### config.mk
export PLATFORM = sky130hd
export DESIGN_NAME = regfile_wb
export DESIGN_NICKNAME = d
export VERILOG_FILES = /design/src/rtl/regfile_wb.sv
export SDC_FILE = /design/constraint.sdc
export NUM_CORES = 2
export LEC_CHECK = 0
export BUFFER_PORTS_ARGS = -buffer_cell sky130_fd_sc_hd__buf_2
export CAP_MARGIN = 40
export CORE_MARGIN = 2
export CORE_UTILIZATION = 55
export DETAILED_ROUTE_END_ITERATION = 7
export PLACE_DENSITY = 0.83
export SYNTH_ARGS = -nofsm -noshare
export SYNTH_HDL_FRONTEND = slang
export SYNTH_SLANG_ARGS = --single-unit
export TNS_END_PERCENT = 10
### constraint.sdc
create_clock -name clk -period 2 [get_ports clk]
set_input_delay 0.1 -clock clk [delete_from_list [all_inputs] [get_ports clk]]
set_output_delay 0.1 -clock clk [all_outputs]
set_load 0.1 [all_outputs]
### src/rtl/regfile_wb.sv
// regfile_wb: write-back end of the MEM/WB stage, a 32 x 32-bit general
// register file with two combinational read ports and same-cycle
// write-to-read bypass. Register 0 reads as zero and ignores writes.
//
// Ports:
//   clk, rst          clock; synchronous active-high reset
//   pc_i              PC of the retiring instruction
//   we, waddr, wdata  write-back port from the MEM/WB register
//   re1, raddr1       read port 1 enable/address -> rdata1 (comb)
//   re2, raddr2       read port 2 enable/address -> rdata2 (comb)
//   retire_cnt        write-backs retired, wraps (optional)
//   last_pc           PC of the last retired write (optional)
//
// Optional feature macro: REGFILE_RETIRE_CNT_EN adds retire_cnt/last_pc.
// Without it pc_i is unused and no counter logic exists.

module regfile_wb #(
   parameter int NREGS = 32,
   parameter int CNT_W = 32
) (
   input  logic             clk,
   input  logic             rst,
   input  logic [31:0]      pc_i,
   input  logic             we,
   input  logic [4:0]       waddr,
   input  logic [31:0]      wdata,
   input  logic             re1,
   input  logic [4:0]       raddr1,
   output logic [31:0]      rdata1,
   input  logic             re2,
   input  logic [4:0]       raddr2,
   output logic [31:0]      rdata2
`ifdef REGFILE_RETIRE_CNT_EN
   ,
   output logic [CNT_W-1:0] retire_cnt,
   output logic [31:0]      last_pc
`endif
);

   logic [31:0] regs [NREGS];

   // r0 is cleared by reset and never written, so it stays zero.
   always_ff @(posedge clk) begin
      if (rst) begin
         for (int i = 0; i < NREGS; i++) begin
            regs[i] <= '0;
         end
      end else if (we && waddr != '0) begin
         regs[waddr] <= wdata;
      end
   end

   // Bypass lets ID see this cycle's write-back before it lands.
   always_comb begin
      rdata1 = '0;
      if (rst || raddr1 == '0 || !re1) begin
         rdata1 = '0;
      end else if (we && raddr1 == waddr) begin
         rdata1 = wdata;
      end else begin
         rdata1 = regs[raddr1];
      end
   end

   always_comb begin
      rdata2 = '0;
      if (rst || raddr2 == '0 || !re2) begin
         rdata2 = '0;
      end else if (we && raddr2 == waddr) begin
         rdata2 = wdata;
      end else begin
         rdata2 = regs[raddr2];
      end
   end

`ifdef REGFILE_RETIRE_CNT_EN
   // Every retiring write counts, including writes aimed at r0.
   always_ff @(posedge clk) begin
      if (rst) begin
         retire_cnt <= '0;
         last_pc    <= '0;
      end else if (we) begin
         retire_cnt <= retire_cnt + 1'b1;
         last_pc    <= pc_i;
      end
   end
`else
   logic unused_pc;
   assign unused_pc = ^pc_i;
`endif

endmodule

==> metrics.yaml <==
outcome:
  status: "finished, violations left"
  violations: "DRC, setup timing"
final_layout:
  largest_reg_flops: 1024
  multi_input_area_mm2: 0.0239
  top_register: "regs"
  n_fill_cell: 5923
  drive_above_1_share: 0.339
  largestRegisters: "regs: 1024 flops"
  final_util: 0.679
  seqCellArea_mm2: 0.0307
  syn_to_final_growth_pct: 22.1
  final_cells: 5557
  nets: 4265
min_path:
  min_path_type: "primary input to flop"
route:
  drtAntennaViolNets: 0
  firstDrtPassIters: 8
  drc: 7
  route.detailed.vias_per_inst: 7.28
  vias: 40500
  first_iter_violations: 7246
  drt_wl_total_mm: 194
  wl_per_cell_um: 35.0
critical_path:
  critPathTopFamily: "compound AO/OA/AOI/OAI gates"
  cpMaxStageDelayCell: "mux4_2"
  max_stage_delay_ns: 0.49
  crit_required_ns: 1.90
  cp_cell_sequence: "mux4_2, a22o_1, a2111oi_2, a21oi_1, a22o_1, buf_12, buf_12"
  critPathMaxFanout: 2
  cp_num_buf_inv: 2
  worst_setup_path_end_kind: "output port"
  cp-start-kind: "flop"
  worst-endpoint-arrival_ns: 2.81
  crit_type: "flop to output port"
grt:
  grt_max_degree: 49
  antenna_found_initial: 12
  grt_pass1_vias: 41300
  track_usage: 0.376
  grt_overflow: 0
  grt_pass1_wl_mm: 277
cts:
  clockBufferDepth: 3
  cts_max_level: 3
  root_buffer: "clkbuf_16"
  clock-sinks: 1024
  numCtsBuffers: 101
  path_clk_slew_ns: 0.07
  cts_tree: "done"
timing:
  setup_violations: 64
  maxSlewHeadroom: 0.447
  finalCritPeriodShare: 1.46
  tightest_slew_ns: 0.829
  rsz0062_at_grt: "yes"
  slew_violations: 0
  hold_viol_final: 0
  period_needed_ns: 2.91
  fin_tns_setup_ns: -46.78
  setup_ws_ns: -0.913
  max_freq_mhz: 343
floorplan:
  core-area_mm2: 0.0987
  dieArea_mm2: 0.102
  start_util: 0.556
  num_rows: 115
  die_w_um: 320
  die_h_um: 320
  ioPinCount: 148
synth:
  yosysTopAreaCell: "edfxtp_1"
  synth_area_leaders: "edfxtp_1, mux4_2, and2_1, mux2i_1, clkbuf_1"
  synth_top_area_share: 0.560
  netlist_area_mm2: 0.0549
  synth_edf_count: 1024
  syn_avg_cell_area_um2: 14.5
  synth_common_cells: "edfxtp_1, and2_1, mux4_2"
  yosys_warnings: 0
  synth_most_common_cell: "edfxtp_1"
  seq_area_frac_synth: 0.560
  ys_types: 49
  ys_ff_latch: 1024
  async_flop_share: 0
  synthCells: 3798
  yosys_most_used_dff: "edfxtp_1"
place:
  io_buffers: 115
  placed_cells: 5345
  place.gp.congestion: 0.944
  hpwl_mm: 121
pwr:
  sw_frac_of_total: 0.264
  p_sw_uw: 14100
  max-vdd-ir-drop_mv: 0.704
  powerDensity_mw_per_mm2: 798
  p_leak_uw: 0.0242
  clkPwrFrac: 0.364
  pwr-share-comb: 0.159
  pwr-share-seq: 0.477
  p_int_uw: 39400
job:
  max_cap_violations: 0
## final cells by class
class	count	area share
inverter	2	0.000131
multi-input combinational	2385	0.357
tap	1287	0.0240
clock inverter	69	0.0102
antenna	5	0.000187
clock buffer	118	0.0390
timing repair buffer	667	0.111
sequential	1024	0.459
## worst paths after layout
path | from | end | slack, ns | depth (start not counted)
min | wdata[2] | regs[6][2]$_SDFFCE_PN0P_ | 0.03 | 2
max | regs[15][5]$_SDFFCE_PN0P_ | rdata1[5] | -0.91 | 7
## what timing repair did
action	in CTS	in global routing
setup endpoints to repair	64	64
pin swaps	150	7
setup buffers	7	0
hold buffers	14	0
gates resized for setup	157	32
hold endpoints to repair	158	0
## per-layer routing
| metal | share of wire | track usage | vias to the layer above |
|---|---|---|---|
| met2 | 0.45 | 0.574 | 4289 |
| li1 | - | - | 15400 |
| met1 | 0.30 | 0.451 | 19600 |
| met5 | 0.00023 | 0 | - |
| met4 | 0.078 | 0.249 | 6 |
| met3 | 0.17 | 0.135 | 1159 |
## cell usage in the layout (no fill, tap or decap), types with 30 or more instances in the layout
cell type	instances
or2_2	32
conb_1	32
o21ai_0	32
a22oi_1	51
buf_4	407
buf_2	42
mux2i_1	252
a22o_1	30
clkbuf_16	102
and2_1	992
o221ai_1	32
buf_12	197
a221oi_1	55
mux4_2	387
a21oi_1	65
nand2_1	74
nor2_4	36
o22ai_1	31
edfxtp_1	1024
nor2b_1	33
## stage by stage
stage	total power, uW	area [um2]	setup slack, ns	hold WS, ns
final	53500	67100	-0.913	0.0321
after global routing	54300	67000	-0.922	0.0645
after CTS	52900	66800	-0.884	0.00249
after detailed placement	33600	62500	-0.775	0.399
after global placement	33300	62500	-0.751	0.391
after floorplan	30100	55300	-0.325	0.298
## power groups by stage
stage / Clock [uW] / Combinational, uW / Sequential (uW)
floorplan: 0 / 4510 / 25600
global placement: 0 / 7570 / 25800
detailed placement: 0 / 7700 / 25900
CTS: 19300 / 8140 / 25400
global route: 20000 / 8650 / 25600
finish: 19500 / 8510 / 25500
## cells by family after synthesis
family                    after synthesis  synth area share
and+or+nand+nor                      1198             0.132
buffers and inverters                 420            0.0329
DFF                                  1024             0.560
muxes                                 640             0.205
other                                   1         0.0000683
AOI/OAI and AO/OA                     505            0.0691
xor gates and xnor gates               10           0.00159
Power figures use the tool's default switching activity.
